### config.mk
export PLATFORM = sky130hd
export DESIGN_NAME = wb_spi_bridge_master_flat
export DESIGN_NICKNAME = d
export VERILOG_FILES = /design/src/rtl/wb_spi_bridge_master_if.sv /design/src/rtl/wb_spi_bridge_master.sv /design/src/flat_wrapper.sv
export SDC_FILE = /design/constraint.sdc
export NUM_CORES = 1
export LEC_CHECK = 0
export ABC_AREA = 0
export CAP_MARGIN = 10
export CORE_ASPECT_RATIO = 1.4
export CORE_UTILIZATION = 45
export CTS_BUF_LIST = sky130_fd_sc_hd__clkbuf_16
export DETAILED_ROUTE_END_ITERATION = 16
export GPL_TIMING_DRIVEN = 0
export PLACE_DENSITY_LB_ADDON = 0.08
export SLEW_MARGIN = 15
export SYNTH_ARGS = -nofsm -noshare
export SYNTH_HDL_FRONTEND = slang
export SYNTH_SLANG_ARGS = --single-unit
export TNS_END_PERCENT = 10
### constraint.sdc
create_clock -name wb_clk_i -period 2.6 [get_ports wb_clk_i]
set_input_delay 0.78 -clock wb_clk_i [delete_from_list [all_inputs] [get_ports wb_clk_i]]
set_output_delay 0.78 -clock wb_clk_i [all_outputs]
set_load 0.02 [all_outputs]
### src/rtl/wb_spi_bridge_master_if.sv
// wb_spi_bridge_master_if: Wishbone bundle between a local bus master and the SPI bridge
interface wb_spi_bridge_master_if;
  logic        wbs_cyc_i;
  logic        wbs_stb_i;
  logic        wbs_we_i;
  logic [3:0]  wbs_sel_i;
  logic [31:0] wbs_adr_i;
  logic [31:0] wbs_dat_i;
  logic [31:0] wbs_dat_o;
  logic        wbs_ack_o;
  logic        wbs_err_o;
  modport slave (
    input  wbs_cyc_i, wbs_stb_i, wbs_we_i, wbs_sel_i, wbs_adr_i, wbs_dat_i,
    output wbs_dat_o, wbs_ack_o, wbs_err_o
  );
  modport master (
    output wbs_cyc_i, wbs_stb_i, wbs_we_i, wbs_sel_i, wbs_adr_i, wbs_dat_i,
    input  wbs_dat_o, wbs_ack_o, wbs_err_o
  );
endinterface

### src/rtl/wb_spi_bridge_master.sv
// wb_spi_bridge_master: turns each Wishbone access into a 72-bit command frame plus a poll frame over SPI
module wb_spi_bridge_master #(
  parameter int          CLK_DIV   = 4,
  parameter int          CS_GAP    = 16,
  parameter logic [31:0] POLL_ADDR = 32'h0000_0000
) (
  input  logic                         wb_clk_i,
  input  logic                         wb_rst_n_i,
  wb_spi_bridge_master_if.slave        wbs,
  output logic                         cs_n,
  output logic                         sclk,
  output logic                         mosi,
  input  logic                         miso
);
  localparam int              GW        = $clog2(CS_GAP + 1);
  localparam logic [GW-1:0]   GAP_MAX   = GW'(CS_GAP);
  localparam logic [GW-1:0]   GAP_LAST  = GW'(CS_GAP - 1);
  localparam logic [7:0]      DIV_LAST  = 8'(CLK_DIV - 1);
  localparam logic [7:0]      HALF_LAST = 8'd144;
  typedef enum logic [2:0] {IDLE, CMD, GAP, POLL, RESP} state_t;
  state_t        state_q, state_d;
  logic [7:0]    div_q, div_d, half_q, half_d;
  logic          sclk_q, sclk_d, cs_n_q, cs_n_d, we_q, we_d, abort_q, abort_d;
  logic          ack_q, ack_d, err_q, err_d;
  logic [GW-1:0] gap_q, gap_d;
  logic [71:0]   tx_q, tx_d;
  logic [65:0]   rx_q, rx_d;
  logic [31:0]   dat_q, dat_d;
  logic [1:0]    miso_q;
  logic          shifting, tick, frame_end, toggle, accept, gap_done, respond, rx_ok;
  assign shifting  = state_q == CMD || state_q == POLL;
  assign tick      = shifting && div_q == DIV_LAST;
  // 144 toggles make the 72 clocks; the 145th half-period is the trailing low before cs_n rises
  assign frame_end = tick && half_q == HALF_LAST;
  assign toggle    = tick && half_q != HALF_LAST;
  assign accept    = state_q == IDLE && wbs.wbs_cyc_i && wbs.wbs_stb_i && !ack_q && !err_q && gap_q == GAP_MAX;
  assign gap_done  = state_q == GAP && gap_q == GAP_LAST;
  assign respond   = state_q == RESP && !abort_q && wbs.wbs_cyc_i;
  assign rx_ok     = rx_q[64] && !rx_q[65];
  always_ff @(posedge wb_clk_i or negedge wb_rst_n_i) begin
    if (!wb_rst_n_i) begin
      state_q <= IDLE;
      div_q   <= '0;
      half_q  <= '0;
      sclk_q  <= 1'b0;
      cs_n_q  <= 1'b1;
      we_q    <= 1'b0;
      abort_q <= 1'b0;
      ack_q   <= 1'b0;
      err_q   <= 1'b0;
      gap_q   <= GAP_MAX;
      tx_q    <= '0;
      rx_q    <= '0;
      dat_q   <= '0;
      miso_q  <= '0;
    end else begin
      state_q <= state_d;
      div_q   <= div_d;
      half_q  <= half_d;
      sclk_q  <= sclk_d;
      cs_n_q  <= cs_n_d;
      we_q    <= we_d;
      abort_q <= abort_d;
      ack_q   <= ack_d;
      err_q   <= err_d;
      gap_q   <= gap_d;
      tx_q    <= tx_d;
      rx_q    <= rx_d;
      dat_q   <= dat_d;
      miso_q  <= {miso_q[0], miso};
    end
  end
  always_comb begin
    state_d = state_q;
    case (state_q)
      IDLE:    state_d = accept ? CMD : IDLE;
      CMD:     state_d = frame_end ? GAP : CMD;
      GAP:     state_d = gap_done ? POLL : GAP;
      POLL:    state_d = frame_end ? RESP : POLL;
      default: state_d = IDLE;
    endcase
  end
  always_comb begin
    div_d   = tick || !shifting ? '0 : div_q + 8'd1;
    half_d  = !shifting ? '0 : tick ? half_q + 8'd1 : half_q;
    sclk_d  = toggle ? !sclk_q : sclk_q;
    cs_n_d  = accept || gap_done ? 1'b0 : frame_end ? 1'b1 : cs_n_q;
    tx_d    = accept ? {wbs.wbs_we_i, 3'b000, wbs.wbs_sel_i, wbs.wbs_adr_i, wbs.wbs_we_i ? wbs.wbs_dat_i : 32'h0}
            : gap_done ? {8'h00, POLL_ADDR, 32'h0}
            : toggle && sclk_q ? {tx_q[70:0], 1'b0} : tx_q;
    rx_d    = toggle && !sclk_q ? {rx_q[64:0], miso_q[1]} : rx_q;
    we_d    = accept ? wbs.wbs_we_i : we_q;
    abort_d = accept ? 1'b0 : state_q != IDLE && !wbs.wbs_cyc_i ? 1'b1 : abort_q;
    ack_d   = respond && rx_ok;
    err_d   = respond && !rx_ok;
    dat_d   = respond && rx_ok && !we_q ? rx_q[31:0] : dat_q;
    gap_d   = state_q == RESP || frame_end ? '0
            : state_q == GAP || (state_q == IDLE && gap_q != GAP_MAX) ? gap_q + 1'b1 : gap_q;
  end
  assign cs_n          = cs_n_q;
  assign sclk          = sclk_q;
  assign mosi          = tx_q[71];
  assign wbs.wbs_ack_o = ack_q;
  assign wbs.wbs_err_o = err_q;
  assign wbs.wbs_dat_o = dat_q;
endmodule

### src/flat_wrapper.sv
// flat-port wrapper written by rule: the top's interface ports become plain ports
module wb_spi_bridge_master_flat 
#(
  parameter int          CLK_DIV   = 4,
  parameter int          CS_GAP    = 16,
  parameter logic [31:0] POLL_ADDR = 32'h0000_0000
)
  (wb_clk_i, wb_rst_n_i, cs_n, sclk, mosi, miso, wbs_wbs_cyc_i, wbs_wbs_stb_i, wbs_wbs_we_i, wbs_wbs_sel_i, wbs_wbs_adr_i, wbs_wbs_dat_i, wbs_wbs_dat_o, wbs_wbs_ack_o, wbs_wbs_err_o);
  wb_spi_bridge_master_if wbs_i ();
  input  logic wb_clk_i;
  input  logic wb_rst_n_i;
  output logic cs_n;
  output logic sclk;
  output logic mosi;
  input  logic miso;
  input wire logic [$bits(wbs_i.wbs_cyc_i)-1:0] wbs_wbs_cyc_i;
  input wire logic [$bits(wbs_i.wbs_stb_i)-1:0] wbs_wbs_stb_i;
  input wire logic [$bits(wbs_i.wbs_we_i)-1:0] wbs_wbs_we_i;
  input wire logic [$bits(wbs_i.wbs_sel_i)-1:0] wbs_wbs_sel_i;
  input wire logic [$bits(wbs_i.wbs_adr_i)-1:0] wbs_wbs_adr_i;
  input wire logic [$bits(wbs_i.wbs_dat_i)-1:0] wbs_wbs_dat_i;
  output wire logic [$bits(wbs_i.wbs_dat_o)-1:0] wbs_wbs_dat_o;
  output wire logic [$bits(wbs_i.wbs_ack_o)-1:0] wbs_wbs_ack_o;
  output wire logic [$bits(wbs_i.wbs_err_o)-1:0] wbs_wbs_err_o;
  assign wbs_i.wbs_cyc_i = wbs_wbs_cyc_i;
  assign wbs_i.wbs_stb_i = wbs_wbs_stb_i;
  assign wbs_i.wbs_we_i = wbs_wbs_we_i;
  assign wbs_i.wbs_sel_i = wbs_wbs_sel_i;
  assign wbs_i.wbs_adr_i = wbs_wbs_adr_i;
  assign wbs_i.wbs_dat_i = wbs_wbs_dat_i;
  assign wbs_wbs_dat_o = wbs_i.wbs_dat_o;
  assign wbs_wbs_ack_o = wbs_i.wbs_ack_o;
  assign wbs_wbs_err_o = wbs_i.wbs_err_o;
  wb_spi_bridge_master #(.CLK_DIV(CLK_DIV), .CS_GAP(CS_GAP), .POLL_ADDR(POLL_ADDR)) u_core (.wb_clk_i(wb_clk_i), .wb_rst_n_i(wb_rst_n_i), .wbs(wbs_i), .cs_n(cs_n), .sclk(sclk), .mosi(mosi), .miso(miso));
endmodule
==> summary.md <==
| Metric | Value |
|---|---|
| Clk_lat worst skew | `~0.50 ns` |
| Post-synth top area cell | `dfrtp_1` |
| Area of the multi-input gates | `about 3100 um^2` |
| Total negative slack | `0 ns` |
| Most frequent cell after synthesis | `dfrtp_1` |
| Core Box Area | `between 15,000 and 20,000 um^2` |
| Tightest Pin Transition | `around 0.76 ns` |
| Remaining DRCs | `0` |
| Crit Path Category | `flip-flop to output pin` |
| Mean Syn Cell Area | `12.4 um^2` |
| Hold Buf Count CTS | `0` |
| Vias in the first global route | `5,982` |
| Ant diodes | `0` |
| Number of synthesized register bits | `202` |
| Outcome | `complete, no violations` |
| First-pass GRT wire length | `27,400 um` |
| Synthesis Warnings | `0` |
| DR iter-0 viols | `203` |
| Pin count of the biggest net entering global routing | `about 100` |
| Setup-failing EPs final | `0` |
| H-Tree Depth | `1` |
| CP startpoint kind | `flip-flop` |
| Clk pin slew, worst setup/hold paths | `0.06 ns` |
| Number of distinct library cells after synthesis | `43` |
| CTS tree | `built` |
| Crit-path max cell delay | `~0.7 ns` |
| Post-Syn Area | `8360 um^2` |
| Total congestion overflow | `0` |
| DRT Wirelength | `16,300 um` |
| Post-Syn Instances | `between 600 and 700` |
| Post-synth EDFFs | `0` |
| Top FF cell, synth | `dfrtp_1` |
| IO Pins | `about 110` |
| Chip height | `163 um` |
| Crit path required time | `1.82 ns` |
| Wire per inst | `15.4 um` |
| Max-cap violations | `0` |
| Fmax | `about 400 MHz` |
| Synth top area share | `59.8%` |
| FP Rows | `58` |
| CTS Buffer Depth | `3` |
| Vias | `between 5,000 and 6,000` |
| Layout fillers | `1,502` |
| Final core occ | `57.9%` |
| Post-route ant nets | `0` |
| Synth top cells by count | `dfrtp_1, nand2_1, o21ai_0` |
| Pwr per Cell Area | `between 800 and 900 nW/um^2` |
| Fin crit share | `94.4%` |
| Delay-heaviest family, CP | `buffers and inverters` |
| Final nets | `886` |
| Initial core utilization | `46.3%` |
| Seq/Total Area, Yosys | `60.5%` |
| Slew headroom | `roughly half` |
| CP bufs+invs | `1` |
| Crit end category | `output pin` |
| Seq. cell area | `~5100 um^2` |
| Hpwl dp | `11,200 um` |
| Worst Path Max Fanout | `4` |
| GR Util All Layers | `17.7%` |
| Slowest stage cell, crit path | `clkdlybuf4s50_1` |
| Post-Syn Nets | `752` |
| Reg2Reg Setup Slack | `0.17 ns` |
| Num CTS Buffers | `21` |
| Leakage dissipation | `0.00483 uW` |
| TritonRoute pass-1 iters | `4` |
| Initial antenna violation count | `0` |
| Final Critical Period | `2.45 ns` |
| Clk root buf | `clkbuf_16` |
| RSZ-0062 raised after global routing | `yes` |
| Worst hold path class | `primary input to asynchronous set/reset pin` |
| DR vias/cell | `about 5.2` |
| Die Wd | `roughly 120 um` |
| Gpl congestion | `0.752` |
| Hold Vio Cnt, Final | `0` |
| WP data arrival | `approximately 1.7 ns` |
| Area Growth Syn to Fin | `25.1%` |
| CP cell instances | `clkdlybuf4s50_1` |
| CTS sink count | `between 200 and 250` |
| Synth area leaders | `dfrtp_1, mux2_2, a2bb2oi_1` |
| Post-synth ARST share | `100%` |
| Worst Clk Skew | `0.0135 ns` |
| PortBufs | `110` |
| Peak VDD IR | `0.457 mV` |
| Max-slew violation count | `0` |
| Area of the die | `~19,000 um^2` |
| Fraction of layout cells with a size suffix above 1 | `16.5%` |
-- logic make-up (layout without fill, tap and decap cells) --
group | after synthesis | count (layout) | share of synthesized area [%]
fa+ha+maj | 6 | 6 | 0.898
mux | 101 | 101 | 13.6
buf+inv | 51 | 198 | 2.89
xor+xnor | 15 | 15 | 1.57
compound gates | 151 | 151 | 12.3
simple gates | 146 | 146 | 8.27
flops | 202 | 202 | 60.5
-- layout by cell type (no fill, tap or decap), drive strengths merged, types with 7 or more instances in the layout --
master,netlist,layout
a2bb2oi,68,68
buf,18,24
clkbuf,25,42
clkdlybuf4s50,0,109
dfrtp,200,200
inv,8,17
mux2,98,98
nand2,77,77
nand3,7,7
nor2,30,30
o21ai,72,72
xor2,9,9
-- layout make-up --
class	instances	share of cell area (%)
plain buffers	40	2.02
clock buffers	21	5.02
clock inverters	15	0.885
inverters	8	0.287
multi-input cells	419	29.5
flip-flops and latches	202	48.3
well taps	240	2.87
repair buffers	114	11.0
-- routing by layer --
layer	vias to the layer above	wire, um	GRT usage [%]
li1	2642	-	-
met1	2742	6900	21.7
met2	138	8280	31.5
met3	26	843	3.41
met4	0	249	4.89
met5	-	0	0
-- power by group --
group	total (uW)	leakage, uW	switching, uW	internal (uW)
clock	2730	0.000337	1170	1560
combinational	1650	0.00186	731	915
sequential	4190	0.00263	381	3810
-- stage by stage --
step                      setup slack [ns]  instance area (um^2)  total power [uW]  hold WS [ns]  instances
after global routing              -0.00878                 10500              9040         0.326       1059
after CTS                           0.0290                 10400              8680         0.333       1059
after floorplan                      0.284                  8360              5310         0.331        672
after detailed placement            -0.889                  9800              5870         0.346       1023
final                                0.145                 10500              8560         0.288       1059
after global placement               -7.39                  9760              5800         0.338       1022
-- worst register-to-register path: stages (launching register included) --
cell	delay, ns
dfrtp_1	0.42
or4_4	0.57
nor3_4	0.19
buf_4	0.16
nand4_4	0.22
nand2_4	0.19
buf_4	0.19
buf_4	0.19
a2bb2oi_1	0.21
-- flip-flops by register name, summed over array words and instances, names as in the netlist --
name                  flops
u_core.abort_q            1
u_core.cs_n               1
u_core.div_q              8
u_core.gap_q              5
u_core.half_q             8
u_core.miso_q             2
u_core.rx_q              66
u_core.sclk               1
u_core.state_q            3
u_core.tx_q              72
u_core.wbs.wbs_ack_o      1
u_core.wbs.wbs_dat_o     32
u_core.wbs.wbs_err_o      1
u_core.we_q               1
-- path summary, 6_finish.rpt --
check                      cells after the start               end              from
setup / recovery                               1              sclk       u_core.sclk
hold / removal                                 1   u_core.tx_q[18]        wb_rst_n_i
setup reg to reg                               8   u_core.tx_q[65]   u_core.div_q[5]
hold reg to reg                                0  u_core.miso_q[1]  u_core.miso_q[0]
max in group asynchronous                      2   u_core.rx_q[52]        wb_rst_n_i
min in group wb_clk_i                          0  u_core.miso_q[1]  u_core.miso_q[0]
-- timing repair --
action | CTS | global route
setup endpoints to repair | 122 | 65
setup buffers | 2 | 1
pin swaps | 1 | 1
gates resized for setup | 8 | 7
endpoints found under the hold margin | 0 | 0
(Power assumes the default switching activity.)
